File: config.mk
export PLATFORM = sky130hd
export DESIGN_NAME = uart_rx
export DESIGN_NICKNAME = d
export VERILOG_FILES = /design/src/rtl/uart_pkg.sv /design/src/rtl/uart_rx_baud_tick_gen.sv /design/src/rtl/uart_rx.sv
export SDC_FILE = /design/constraint.sdc
export NUM_CORES = 1
export LEC_CHECK = 0
export CAP_MARGIN = 20
export CORE_MARGIN = 2
export CORE_UTILIZATION = 57
export DETAILED_ROUTE_END_ITERATION = 6
export HOLD_SLACK_MARGIN = 0.1
export PLACE_DENSITY = 0.78
export SYNTH_ARGS = -nofsm -noshare
export SYNTH_HDL_FRONTEND = slang
export SYNTH_SLANG_ARGS = --single-unit
File: constraint.sdc
create_clock -name clk -period 2.9 [get_ports clk]
set_input_delay 0.58 -clock clk [delete_from_list [all_inputs] [get_ports clk]]
set_output_delay 0.58 -clock clk [all_outputs]
set_load 0.02 [all_outputs]
File: src/rtl/uart_pkg.sv
// rtl/uart_pkg.sv - shared UART constants, receiver state encoding and baud divider helper
package uart_pkg;

    localparam int DATA_BITS = 8;
    localparam int OVS       = 16;

    typedef enum logic [2:0] {
        IDLE      = 3'd0,
        START     = 3'd1,
        DATA      = 3'd2,
        STOP      = 3'd3,
        WAIT_HIGH = 3'd4
    } uart_state_e;

    // Clocks per oversample tick (integer division, truncating).
    function automatic int calc_tick_div(input int clk_freq, input int baud, input int ovs);
        return clk_freq / (baud * ovs);
    endfunction

endpackage

File: src/rtl/uart_rx_baud_tick_gen.sv
// rtl/uart_rx_baud_tick_gen.sv - oversample tick generator with phase-align clear
//
// Ports:
//   clk  - system clock, rising edge
//   rst  - asynchronous active-high reset
//   clr  - restart the divider at 0 (aligns tick phase to a frame start)
//   tick - one-clock pulse every TICK_DIV clocks
module baud_tick_gen #(
    parameter int TICK_DIV = 651
) (
    input  logic clk,
    input  logic rst,
    input  logic clr,
    output logic tick
);

    localparam int CW = (TICK_DIV > 1) ? $clog2(TICK_DIV) : 1;
    localparam logic [CW-1:0] CNT_LAST = CW'(TICK_DIV - 1);

    logic [CW-1:0] cnt_q;
    logic [CW-1:0] cnt_d;

    always_comb begin
        cnt_d = cnt_q + 1'b1;
        if (clr || (cnt_q == CNT_LAST)) begin
            cnt_d = '0;
        end
    end

    always_ff @(posedge clk or posedge rst) begin
        if (rst) begin
            cnt_q <= '0;
        end else begin
            cnt_q <= cnt_d;
        end
    end

    // A clear wins over a coincident terminal count so the new phase starts clean.
    assign tick = ~clr & (cnt_q == CNT_LAST);

endmodule

File: src/rtl/uart_rx.sv
// rtl/uart_rx.sv - 8N1 UART receiver with 16x oversampling and mid-bit sampling
//
// Ports:
//   clk       - system clock, rising edge
//   rst       - asynchronous active-high reset
//   rx        - serial line, idle high, asynchronous to clk
//   rx_data   - last correctly received byte (LSB = first data bit on the line)
//   rx_done   - one-clock pulse when rx_data has just been updated
//   rx_busy   - high from start-bit acceptance until the frame finishes or aborts
//   frame_err - one-clock pulse when the stop bit samples low
module uart_rx #(
    parameter int CLK_FREQ = 100_000_000,
    parameter int BAUD     = 9600,
    parameter int OVS      = 16
) (
    input  logic       clk,
    input  logic       rst,
    input  logic       rx,
    output logic [7:0] rx_data,
    output logic       rx_done,
    output logic       rx_busy,
    output logic       frame_err
);

    import uart_pkg::*;

    localparam int TICK_DIV = calc_tick_div(CLK_FREQ, BAUD, OVS);
    localparam int SW       = $clog2(OVS);
    localparam logic [SW-1:0] SAMP_MID  = SW'(OVS / 2 - 1);
    localparam logic [SW-1:0] SAMP_LAST = SW'(OVS - 1);
    localparam logic [2:0]    BIT_LAST  = 3'(DATA_BITS - 1);

    // Synchronizer and edge detection.
    logic       rx_meta_q;
    logic       rx_s_q;
    logic       rx_prev_q;
    logic [1:0] settle_q;
    logic [1:0] settle_d;
    logic       armed_q;
    logic       armed_d;
    logic       fall;

    // Receiver state.
    uart_state_e   state_q;
    uart_state_e   state_d;
    logic [SW-1:0] samp_q;
    logic [SW-1:0] samp_d;
    logic [2:0]    bit_q;
    logic [2:0]    bit_d;
    logic [7:0]    shift_q;
    logic [7:0]    shift_d;
    logic [7:0]    data_q;
    logic [7:0]    data_d;
    logic          done_q;
    logic          done_d;
    logic          ferr_q;
    logic          ferr_d;
    logic          tick_clr;
    logic          tick;

    // After reset the synchronizer holds 1s that do not reflect the line. Edge
    // detection is armed only once the synchronized line has been seen high
    // after the chain has refilled, so a line held low across reset release
    // does not look like a start edge.
    always_comb begin
        settle_d = (settle_q == 2'd2) ? settle_q : settle_q + 2'd1;
        armed_d  = armed_q | ((settle_q == 2'd2) & rx_s_q);
    end

    assign fall = armed_q & rx_prev_q & ~rx_s_q;

    always_ff @(posedge clk or posedge rst) begin
        if (rst) begin
            rx_meta_q <= 1'b1;
            rx_s_q    <= 1'b1;
            rx_prev_q <= 1'b1;
            settle_q  <= 2'd0;
            armed_q   <= 1'b0;
        end else begin
            rx_meta_q <= rx;
            rx_s_q    <= rx_meta_q;
            rx_prev_q <= rx_s_q;
            settle_q  <= settle_d;
            armed_q   <= armed_d;
        end
    end

    baud_tick_gen #(
        .TICK_DIV(TICK_DIV)
    ) u_tick (
        .clk (clk),
        .rst (rst),
        .clr (tick_clr),
        .tick(tick)
    );

    always_comb begin
        state_d  = state_q;
        samp_d   = samp_q;
        bit_d    = bit_q;
        shift_d  = shift_q;
        data_d   = data_q;
        done_d   = 1'b0;
        ferr_d   = 1'b0;
        tick_clr = 1'b0;

        unique case (state_q)
            IDLE: begin
                if (fall) begin
                    state_d  = START;
                    samp_d   = '0;
                    bit_d    = '0;
                    tick_clr = 1'b1;
                end
            end

            START: begin
                if (tick) begin
                    if (samp_q == SAMP_MID) begin
                        samp_d  = '0;
                        // A line back high at mid start bit was a glitch.
                        state_d = rx_s_q ? IDLE : DATA;
                    end else begin
                        samp_d = samp_q + 1'b1;
                    end
                end
            end

            DATA: begin
                if (tick) begin
                    if (samp_q == SAMP_LAST) begin
                        samp_d  = '0;
                        shift_d = {rx_s_q, shift_q[7:1]};
                        if (bit_q == BIT_LAST) begin
                            bit_d   = '0;
                            state_d = STOP;
                        end else begin
                            bit_d = bit_q + 3'd1;
                        end
                    end else begin
                        samp_d = samp_q + 1'b1;
                    end
                end
            end

            STOP: begin
                if (tick) begin
                    if (samp_q == SAMP_LAST) begin
                        samp_d = '0;
                        // Leaving at mid stop bit lets a back-to-back start edge be caught.
                        if (rx_s_q) begin
                            data_d  = shift_q;
                            done_d  = 1'b1;
                            state_d = IDLE;
                        end else begin
                            ferr_d  = 1'b1;
                            state_d = WAIT_HIGH;
                        end
                    end else begin
                        samp_d = samp_q + 1'b1;
                    end
                end
            end

            WAIT_HIGH: begin
                if (rx_s_q) begin
                    state_d = IDLE;
                end
            end

            default: begin
                state_d = IDLE;
            end
        endcase
    end

    always_ff @(posedge clk or posedge rst) begin
        if (rst) begin
            state_q <= IDLE;
            samp_q  <= '0;
            bit_q   <= '0;
            shift_q <= '0;
            data_q  <= '0;
            done_q  <= 1'b0;
            ferr_q  <= 1'b0;
        end else begin
            state_q <= state_d;
            samp_q  <= samp_d;
            bit_q   <= bit_d;
            shift_q <= shift_d;
            data_q  <= data_d;
            done_q  <= done_d;
            ferr_q  <= ferr_d;
        end
    end

    assign rx_data   = data_q;
    assign rx_done   = done_q;
    assign frame_err = ferr_q;
    assign rx_busy   = (state_q == START) || (state_q == DATA) || (state_q == STOP);

endmodule
==> flow_metrics.env <==
export IMPL_outcome="finished, final reports clean"
export IMPL_cts_resized=0
export IMPL_h_tree_depth=2
export IMPL_drt_first_pass_iters=4
export IMPL_grt_max_degree=45
export IMPL_setup_viol=0
export IMPL_min_from="rx_meta_q"
export IMPL_dp_hpwl_um=2320
export IMPL_finalInstanceArea_um2=2210
export IMPL_cts_tree="yes"
export IMPL_setup_tns_ns=0
export IMPL_yosys_area_share_adder_pct=3.80
export IMPL_fp_dieH_um=62.9
export IMPL_rows=21
export IMPL_clkTransAtPathRegs_ns=0.12
export IMPL_io_pins=14
export IMPL_synthCells=165
export IMPL_synth_seq_cells=44
export IMPL_cts_root_buf="clkbuf_4"
export IMPL_routed_wl_um=3230
export IMPL_min_path_cells=0
export IMPL_pre_cts_ws_ns=0.704
export IMPL_period_share_pct=78.9
export IMPL_drv_cap=0
export IMPL_drt_initial_drc_count=98
export IMPL_die_x_um=62.9
export IMPL_reg2reg_slack_ns=0.74
export IMPL_rr_worst_depth=6
export IMPL_maxSlewViolCount=0
export IMPL_syn_to_final_growth_pct=11.9
export IMPL_end_kind="output port"
export IMPL_power_mw=1.19
export IMPL_mappedNetlistArea_um2=1980
export IMPL_final_util_pct=66.3
export IMPL_cts_sinks=44
export IMPL_port_buffers=13
export IMPL_hold_end="rx_s_q"
export IMPL_synth_edf_count=0
export IMPL_reg2reg_to="shift_q[5]"
export IMPL_drtAntennaViolNets=0
export IMPL_diodes=0
export IMPL_syn_nets=174
export IMPL_synth_seq_area_share_pct=55.9
export IMPL_synthSimpleGateAreaFrac_pct=17.5
export IMPL_max_freq_mhz=437
export IMPL_synth_top_family_by_area="simple AND/OR/NAND/NOR gates"
export IMPL_crit_path_start_kind="flip-flop"
export IMPL_instances_no_fill=230
export IMPL_drc=0
export IMPL_antenna_found_initial=0
export IMPL_worst_pin_slew_ns=0.744
export IMPL_synth_compound_area_share_pct=5.82
export IMPL_peakVddDrop_mv=0.334
export IMPL_syn_avg_cell_area_um2=12.0
export IMPL_worstPathMaxFanout=8
export IMPL_gr_total_overflow=0
export IMPL_clockBufferDepth=2
export IMPL_grt_pass1_vias=1254
export IMPL_synth_xor_area_share_pct=4.43
export IMPL_clk_latency_ns=0.36
export IMPL_start_util_pct=59.3
export IMPL_rsz0062_at_grt="false"
export IMPL_dp_cells=222
export IMPL_coreArea_um2=3340
export IMPL_regToRegStartpoint="u_tick.cnt_q[0]"
export IMPL_wl_per_cell_um=14.0
export IMPL_final_nets=192
export IMPL_path_class="flip-flop to output port"
export IMPL_die_area_um2=3960
export IMPL_dr_total_vias=1284
export IMPL_postSynth_asyncResetShare_pct=100
export IMPL_hold_violations=0
export IMPL_regArea_um2=1100
export IMPL_required_ns=2.32
export IMPL_ys_warn_count=0
export IMPL_holdWs_ns=0.357
export IMPL_drive_gt1_share_pct=20.7
export IMPL_p_leak_nw=1.05
export IMPL_place_gp_congestion=0.872
export IMPL_muxShareOfSynthArea_pct=10.8
export IMPL_setup_ws_ns=0.613
export IMPL_holdBufCountCts=0
export IMPL_p_per_area_nw_per_um2=537
export IMPL_placed_cell_area_um2=2160
export IMPL_num_fill_cells=269
export IMPL_cts_made_buffers=5
export IMPL_multi_input_area_um2=837
export IMPL_yosysUniqueCellTypes=41
export IMPL_min_period_ns=2.29
export IMPL_postCtsSetupRepairBufs=0
export IMPL_min_path_type="flip-flop to flip-flop"
export IMPL_drt_vias_per_instance=5.58
export IMPL_grt_pass1_wl_um=5740
export IMPL_worst_slew_margin_rel_pct=50.1
export IMPL_track_usage_pct=18.8
export IMPL_ys_flop_type="dfrtp_1"
export IMPL_fin_worst_skew_ns=0.0203
export IMPL_arrival_ns=1.71
Yosys cell counts (2+ instances only):
cell type	instances	area, um^2
nand3_1	7	35.0
nor3_1	3	15.0
dfrtp_1	41	1030
and3_1	6	37.5
xnor2_1	5	43.8
mux2_2	19	214
nor3b_1	2	15.0
xor2_1	5	43.8
nor4_1	2	12.5
nor2_1	17	63.8
dfstp_2	3	78.8
inv_1	6	22.5
nor2b_1	2	12.5
nand4_1	3	18.8
or4b_1	2	20.0
a21o_1	2	15.0
nand2_1	9	33.8
o21ai_0	3	15.0
ha_1	6	75.1
routing by layer:
metal	track usage [%]	part of all wire, %	vias up
met2	29.5	50	22
met4	5.83	0.90	0
li1	-	-	630
met3	6.49	2.9	4
met5	0	0	-
met1	24.6	47	628
where the power goes:
group / internal, mW / switching (mW) / leakage (nW)
Combinational: 0.0822 / 0.0804 / 0.453
Sequential: 0.671 / 0.0714 / 0.573
Clock: 0.0937 / 0.190 / 0.0282
Total: 0.847 / 0.342 / 1.05
worst max-delay path, cell delays in order, from the launching register on:
cell             delay [ns]
dfrtp_1                0.48
o21ba_2                0.29
clkdlybuf4s50_1        0.60
worst max-delay path by stage:
stage | cells past startpoint | from | end | slack, ns
after floorplan | 4 | u_tick.cnt_q[6] | shift_q[0] | 0.87
after global placement | 4 | u_tick.cnt_q[6] | shift_q[4] | 0.77
after detailed placement | 6 | u_tick.cnt_q[0] | rx_data[1] | 0.70
after CTS | 2 | state_q[2] | rx_busy | 0.60
after global routing | 6 | u_tick.cnt_q[0] | rx_data[4] | 0.54
final | 2 | state_q[2] | rx_busy | 0.61
area by class of cell:
class	instances	share of cell area [%]
Sequential cell	44	49.9
Inverter	6	1.02
Tap cell	46	2.60
Clock inverter	2	0.565
Multi-Input combinational cell	112	37.8
Clock buffer	6	1.87
Timing Repair Buffer	14	6.22
flip-flops by register name (all words and copies together) (netlist names), 2 cells and up:
register,flops
bit_q,3
rx_data,8
samp_q,4
settle_q,2
shift_q,8
state_q,3
u_tick.cnt_q,10
kinds of logic (layout without fill, tap and decap cells):
| group | count (synthesis) | count (layout) |
|---|---|---|
| multiplexers | 19 | 19 |
| buffers and inverters | 9 | 28 |
| flip-flops | 44 | 44 |
| XOR/XNOR | 10 | 10 |
| adder cells (fa/ha/maj) | 6 | 6 |
| AO/OA/AOI/OAI | 15 | 15 |
| AND/OR/NAND/NOR | 62 | 62 |
cell usage in the layout, fill, tap and decap left out, types with 2 or more instances in the layout:
master / instances
dfrtp_1: 41
mux2_2: 19
nor2_1: 17
clkdlybuf4s50_1: 13
nand2_1: 9
nand3_1: 7
and3_1: 6
inv_1: 6
ha_1: 6
xnor2_1: 5
xor2_1: 5
clkbuf_4: 5
nor3_1: 3
nand4_1: 3
o21ai_0: 3
dfstp_2: 3
nor2b_1: 2
or4b_1: 2
a21o_1: 2
nor3b_1: 2
nor4_1: 2
Power figures use the tool's default switching activity.
